File: src/rtl/sentinel_attempt_ctrl.sv
// Attempt sequencer and brute-force throttle in front of the Sentinel key comparator.
// Optional build macro SENTINEL_BACKOFF_EN: each lockout doubles in length, up to 8x.
module sentinel_attempt_ctrl #(
    parameter logic [7:0] KEY            = 8'hB6,
    parameter int         MAX_FAILS      = 3,
    parameter int         LOCKOUT_CYCLES = 16
) (
    input  logic       clk,
    input  logic       rst_n,
    input  logic       ena,
    input  logic [7:0] key_in,
    input  logic       submit,
    input  logic       relock,
    output logic       grant,
    output logic       reject,
    output logic       verified,
    output logic       lockout,
    output logic       fault,
    output logic [3:0] fail_cnt
);

    typedef enum logic [7:0] {
        S_IDLE    = 8'hA5,
        S_CHECK   = 8'h3C,
        S_GRANTED = 8'h5A,
        S_LOCKOUT = 8'hC3,
        S_FAULT   = 8'h00
    } state_e;

`ifdef SENTINEL_BACKOFF_EN
    localparam int TMR_W = 18;
`else
    localparam int TMR_W = 16;
`endif

    localparam logic [4:0] MAX_F = 5'(MAX_FAILS);

    // Plain vector rather than the enum type so any bit pattern, legal or not, can be held.
    (* keep = "true" *) logic [7:0] state_q;
    logic [7:0]       state_d;
    logic             submit_q;
    logic [7:0]       key_q, key_d;
    logic [3:0]       fail_q, fail_d;
    logic [TMR_W-1:0] timer_q, timer_d;
    logic             grant_q, grant_d;
    logic             reject_q, reject_d;
    logic             edge_det;
    logic             fail_last;

`ifdef SENTINEL_BACKOFF_EN
    logic [1:0] level_q, level_d;

    function automatic logic [1:0] sat_inc2(input logic [1:0] v);
        return (v == 2'd3) ? 2'd3 : v + 2'd1;
    endfunction

    function automatic logic [TMR_W-1:0] lock_load(input logic [1:0] lvl);
        return TMR_W'((int unsigned'(LOCKOUT_CYCLES) << lvl) - 32'd1);
    endfunction
`else
    function automatic logic [TMR_W-1:0] lock_load();
        return TMR_W'(LOCKOUT_CYCLES - 1);
    endfunction
`endif

    assign edge_det  = submit & ~submit_q;
    assign fail_last = ({1'b0, fail_q} + 5'd1) == MAX_F;

    always_comb begin
        state_d  = state_q;
        key_d    = key_q;
        fail_d   = fail_q;
        timer_d  = timer_q;
        grant_d  = 1'b0;
        reject_d = 1'b0;
`ifdef SENTINEL_BACKOFF_EN
        level_d  = level_q;
`endif
        case (state_q)
            S_IDLE: begin
                if (edge_det) begin
                    key_d   = key_in;
                    state_d = S_CHECK;
                end
            end
            S_CHECK: begin
                if (key_q == KEY) begin
                    state_d = S_GRANTED;
                    fail_d  = 4'd0;
                    grant_d = 1'b1;
`ifdef SENTINEL_BACKOFF_EN
                    level_d = 2'd0;
`endif
                end else if (fail_last) begin
                    // The failure that trips the lockout is signalled by lockout, not by reject.
                    state_d = S_LOCKOUT;
                    fail_d  = 4'd0;
`ifdef SENTINEL_BACKOFF_EN
                    timer_d = lock_load(level_q);
                    level_d = sat_inc2(level_q);
`else
                    timer_d = lock_load();
`endif
                end else begin
                    state_d  = S_IDLE;
                    fail_d   = fail_q + 4'd1;
                    reject_d = 1'b1;
                end
            end
            S_GRANTED: begin
                if (relock) begin
                    state_d = S_IDLE;
                end
            end
            S_LOCKOUT: begin
                if (timer_q == '0) begin
                    state_d = S_IDLE;
                end else begin
                    timer_d = timer_q - TMR_W'(1);
                end
            end
            S_FAULT: begin
                state_d = S_FAULT;
            end
            default: begin
                state_d = S_FAULT;
            end
        endcase
    end

    always_ff @(posedge clk) begin
        if (!rst_n) begin
            state_q  <= S_IDLE;
            submit_q <= 1'b0;
            key_q    <= 8'h00;
            fail_q   <= 4'd0;
            timer_q  <= '0;
            grant_q  <= 1'b0;
            reject_q <= 1'b0;
`ifdef SENTINEL_BACKOFF_EN
            level_q  <= 2'd0;
`endif
        end else begin
            grant_q  <= ena & grant_d;
            reject_q <= ena & reject_d;
            if (ena) begin
                state_q  <= state_d;
                submit_q <= submit;
                key_q    <= key_d;
                fail_q   <= fail_d;
                timer_q  <= timer_d;
`ifdef SENTINEL_BACKOFF_EN
                level_q  <= level_d;
`endif
            end
        end
    end

    assign grant    = grant_q;
    assign reject   = reject_q;
    assign verified = (state_q == S_GRANTED);
    assign lockout  = (state_q == S_LOCKOUT);
    // Anything that is not one of the four working encodings reads as a fault.
    assign fault    = !((state_q == S_IDLE) || (state_q == S_CHECK) ||
                        (state_q == S_GRANTED) || (state_q == S_LOCKOUT));
    assign fail_cnt = fail_q;

endmodule

File: config.mk
export PLATFORM = sky130hd
export DESIGN_NAME = sentinel_attempt_ctrl
export DESIGN_NICKNAME = d
export VERILOG_FILES = /design/src/rtl/sentinel_attempt_ctrl.sv
export SDC_FILE = /design/constraint.sdc
export NUM_CORES = 1
export LEC_CHECK = 0
export ABC_AREA = 0
export BUFFER_PORTS_ARGS = -buffer_cell sky130_fd_sc_hd__clkbuf_2
export CORE_MARGIN = 5
export CORE_UTILIZATION = 61
export DETAILED_ROUTE_END_ITERATION = 12
export HOLD_SLACK_MARGIN = 0.06
export PLACE_DENSITY = 0.83
export SLEW_MARGIN = 30
export SYNTH_ARGS = -nofsm -noshare
export SYNTH_HDL_FRONTEND = slang
export SYNTH_SLANG_ARGS = --single-unit
File: constraint.sdc
create_clock -name clk -period 4.75 [get_ports clk]
set_clock_uncertainty 0.15 [all_clocks]
set_input_delay 0.7125 -clock clk [delete_from_list [all_inputs] [get_ports clk]]
set_output_delay 0.7125 -clock clk [all_outputs]
set_load 0.005 [all_outputs]
# Yosys cells after proc, flatten, opt, wreduce, memory -nomap -nowiden
# Cells that the tools add are included.
[classes] n_addsub=3 n_eq_ne=12 muxes=17 n_bitwise=4 reduce_logical=10
[op_table] op="$mux 16" n=3
[op_table] op="$mux 8" n=4
[op_table] op="$pmux 16 s2" n=1
[op_table] op="$pmux 8 s4" n=1
[op_table] op="$eq 8x8->1 const B" n=3
[op_table] op="$logic_not 16->1" n=1
[op_table] op="$sub 16x1->16 const B" n=1
[op_table] op="$ne 2x2->1 const B" n=5
[op_table] op="$eq 8x6->1 const B" n=1
[op_table] op="$eq 8x7->1 const B" n=1
[op_table] op="$mux 4" n=2
[op_table] op="$mux 7" n=1
[op_table] op="$add 4x1->5 const B" n=1
[op_table] op="$eq 5x2->1 const B" n=1
[op_table] op="$mux 1" n=5
[op_table] op="$reduce_and 5->1" n=1
[op_table] op="$add 4x1->4 const B" n=1
[op_table] op="$reduce_and 4->1" n=1
[op_table] op="$and 1x1->1" n=3
[op_table] op="$logic_or 1x1->1" n=3
[op_table] op="$reduce_and 3->1" n=1
[op_table] op="$ne 2x1->1 const B" n=1
[op_table] op="$reduce_and 2->1" n=1
[op_table] op="$reduce_bool 2->1" n=1
[op_table] op="other kinds (2)" n=2
[totals] regBits=39 inputBits=13 output_inout_bits=9 word_cells=53

# Longest topological paths before layout
[depth] depth_word=6 ltp_mapped=8

# Worst setup path before layout
# Ideal clock, no wire load.
[synth_timing] path_type="reg-to-reg" startpoint="register timer_q[6]" endpoint="register timer_q[13]" setup_ps=70 t_arrival_ps=2092 t_required_ps=4530 slack_ps=2437 stages_incl_launch_ff=6 path_buffers=0 cell_sequence="dfxtp_1 > or4_1 > or3_1 > or4_1 > or3_1 > a21oi_1"
[synth_between] elab_chain_cells=3 word_cells_on_any_way=6
[synth_rtl] element="from (decl)" line="44" rtl="logic [TMR_W-1:0] timer_q, timer_d;"
[synth_rtl] element="from (signal assigned)" line="151" rtl="timer_q <= timer_d;"
[synth_rtl] element="$sub 16x1->16 / $logic_not 16->1 (equally long branches)" line="119, 116"
[synth_rtl] element="$mux 16 / $ne 2x2->1 (equally long branches)"
[synth_rtl] element="$pmux 16 s2 / $reduce_and 5->1 (equally long branches)"
# Parallel ways exist; a longest one is shown, timed or not. The select of a mux whose other input is x is not followed.
# A chain may end at the register's enable or synchronous reset.

# Worst setup path in the final report
[layout_timing] startpoint="register state_q[6]" endpoint="output port verified"
[layout_between] elab_chain_cells=1
[layout_rtl] element="from (decl)" line="39" rtl="(* keep = \"true\" *) logic [7:0] state_q;"
[layout_rtl] element="from (signal assigned)" line="147" rtl="state_q <= state_d;"
[layout_rtl] element="$eq 8x7->1" line="161" rtl="assign verified = (state_q == S_GRANTED);"
[layout_rtl] element="to (decl)" line="16" rtl="output logic verified,"
# Every way passes these cells.

==> metrics.log <==
[metrics] run status: complete, no violations
[metrics] filler cell count: 226
[metrics] GR Overflow Total: 0
[metrics] count of standard-cell rows: 19
[metrics] number of maximum-capacitance violations: 0
[metrics] half-perimeter wire length after detailed placement: 2.78 mm
[metrics] clock-pin transition on the worst setup and hold timing paths: 0.12 ns
[metrics] time the final worst path needs with I/O delays and setup: 2.53 ns
[metrics] Sequential Power Share: 59.4%
[metrics] number of nets in the finished design: 240
[metrics] Final Setup Violations: 0
[metrics] Max-Slew Margin vs Limit: 51.3%
[metrics] Total Wirelength: 3.83 mm
[metrics] initial antenna violation count: 0
[metrics] global-route wire length before repair: 6.60 mm
[metrics] Syn. warnings: 0
[metrics] Post-Route Utilization: 69.9%
[metrics] area growth from synthesis to layout: 11.3%
[metrics] Mapped Avg Cell Area: 8.63 um^2
[metrics] core area: 2730 um^2
[metrics] Post-route DRC: 0
[metrics] clock tree from TritonCTS: yes
[metrics] number of buffers created by CTS: 5
[metrics] count of buffer and inverter cells on the critical path: 1
[metrics] CP max stage delay: 0.68 ns
[metrics] Initial Utilization: 62.8%
[metrics] sum of negative setup slack: 0 ns
[metrics] Switching Share: 26.5%
[metrics] Tcrit/Tclk final: 53.2%
[metrics] First DRT Iteration DRCs: 99
[metrics] I/O pin count: 22
[metrics] H-tree depth: 2
[metrics] insertion delay to the later sink of the worst-skew pair: 0.36 ns
[metrics] maximum operating frequency: 395 MHz
[metrics] required time at the endpoint of the critical path: 3.89 ns
[metrics] clock sink count: 35
[metrics] proportion of power drawn by combinational gates: 10.1%
[metrics] number of failing hold endpoints at the final stage: 0
[metrics] Chip Height: 63.1 um
[metrics] number of gates given a new drive strength after cts: 0
[metrics] clock network fraction of design power: 30.5%
[metrics] unrepaired setup endpoints after global routing: no
[metrics] via count of the first global-routing pass: 1495
[metrics] number of standard cells in the final layout excluding fillers: 255
[metrics] peak supply drop: 336 uV
[metrics] maximum number of pins on one net before global-route repair: 28
[metrics] Mapped Area: 1720 um^2
[metrics] 1st-pass router iterations: 4
[metrics] Placed Cells: 247
[metrics] diode count: 0
[metrics] Buffers on Ports: 21
[metrics] die outline width: 63.1 um
[metrics] leakage component of the power: 0.000749 uW
[metrics] global-route usage over all layers: 20.4%
[metrics] max-slew violation total from the final report: 0
[metrics] CTS hold repair buffers: 0
[metrics] Power Internal: 381 uW
[metrics] total net switching power: 138 uW
[metrics] via count normalized by instance count: 6.21
[metrics] detailed-route via count: 1584
[metrics] worst setup path category: reg2out
[metrics] number of instances in the synthesized netlist: 199
[metrics] routability cong.: 0.860
[metrics] fraction of final layout cells with drive strength greater than 1: 17.0%
[metrics] maximum fanout along the worst path: 6
[metrics] WL per Instance: 15.0 um
[metrics] pwr dens: 271 nW/um^2
[metrics] antenna-violating nets left: 0
[metrics] worst min-delay path class: reg2reg
[metrics] worst slew pin tran: 0.721 ns
[metrics] setup bufs post-CTS: 0
[metrics] cell breakdown of the critical path: nor4bb_1 -> clkbuf_2
[metrics] Critical Path Sink Type: primary output
[metrics] startpoint kind of the worst setup timing path: flip-flop
[metrics] cell with the largest stage delay on the worst path: nor4bb_1
[metrics] WP data arrival: 1.67 ns
[metrics] nets in the synthesized netlist: 216
[metrics] CTS root buf: clkbuf_4
[metrics] buffers from clock root to sink, at most: 2
[metrics] Total Die Area: 3980 um^2
[metrics] Top Family by Delay on Critical Path: simple AND/OR/NAND/NOR gates
-- layer usage --
metal	up-vias	wire [um]	global-route usage [%]
li1	795	-	-
met1	738	1670	24.3
met2	40	1880	33.5
met3	11	202	6.93
met4	0	80	7.96
met5	-	0	0
-- tightest hold or removal path: stages (launching register included) --
cell     delay [ns]
dfxtp_1        0.34
o21ai_0        0.07
a21oi_1        0.06
-- power groups by stage --
stage	combinational [uW]	clock, uW	sequential (uW)
finish	52.3	158	308
global route	58.8	178	309
CTS	52.1	164	308
detailed placement	51.7	0	315
global placement	49.8	0	314
floorplan	35.9	0	313
-- cell type report --
class	instances	area, um^2	area share, %
repair buffers	24	128	6.68
clock inverters	2	12.5	0.654
well taps	31	38.8	2.03
flip-flops and latches	35	701	36.6
inverters	6	22.5	1.18
clock buffers	6	41.3	2.16
multi-input cells	151	968	50.7
-- worst paths after layout --
check	startpoint	to	slack, ns	cells after the start
hold / removal	timer_q[13]$_SDFFE_PN0P_	timer_q[13]$_SDFFE_PN0P_	0.35	2
hold reg to reg	timer_q[13]$_SDFFE_PN0P_	timer_q[13]$_SDFFE_PN0P_	0.35	2
setup / recovery	state_q[6]$_SDFFE_PN0P_	verified	2.22	2
setup reg to reg	timer_q[6]$_SDFFE_PN0P_	timer_q[13]$_SDFFE_PN0P_	2.32	5
-- through the flow --
stage	worst slack, ns	hold slack [ns]	total power [uW]	cell area, um^2
CTS	2.25	0.357	524	1910
global route	2.16	0.390	547	1910
floorplan	2.44	0.301	349	1720
detailed placement	2.35	0.339	367	1860
global placement	2.40	0.315	364	1860
finish	2.22	0.352	519	1910
-- registers in the layout, indices dropped and copies added (netlist names) --
| signal | count |
|---|---|
| timer_q | 16 |
| key_q | 8 |
| fail_cnt | 4 |
| state_q | 4 |
| grant | 1 |
| reject | 1 |
| submit_q | 1 |
-- cell usage in the layout (no fill, tap or decap), types with 3 or more instances in the layout --
master / instances
nor4_1: 4
mux2i_1: 9
nor4bb_1: 4
a21oi_1: 21
dfxtp_1: 35
or3_1: 11
o31ai_1: 5
nand2_1: 9
nor2_1: 17
buf_4: 3
clkbuf_2: 21
o21ai_0: 13
nand2b_1: 4
or4_1: 8
nand3_1: 11
inv_1: 5
a21boi_0: 3
ha_1: 4
clkbuf_4: 5
Note: power is estimated with default switching activity, not from simulation.
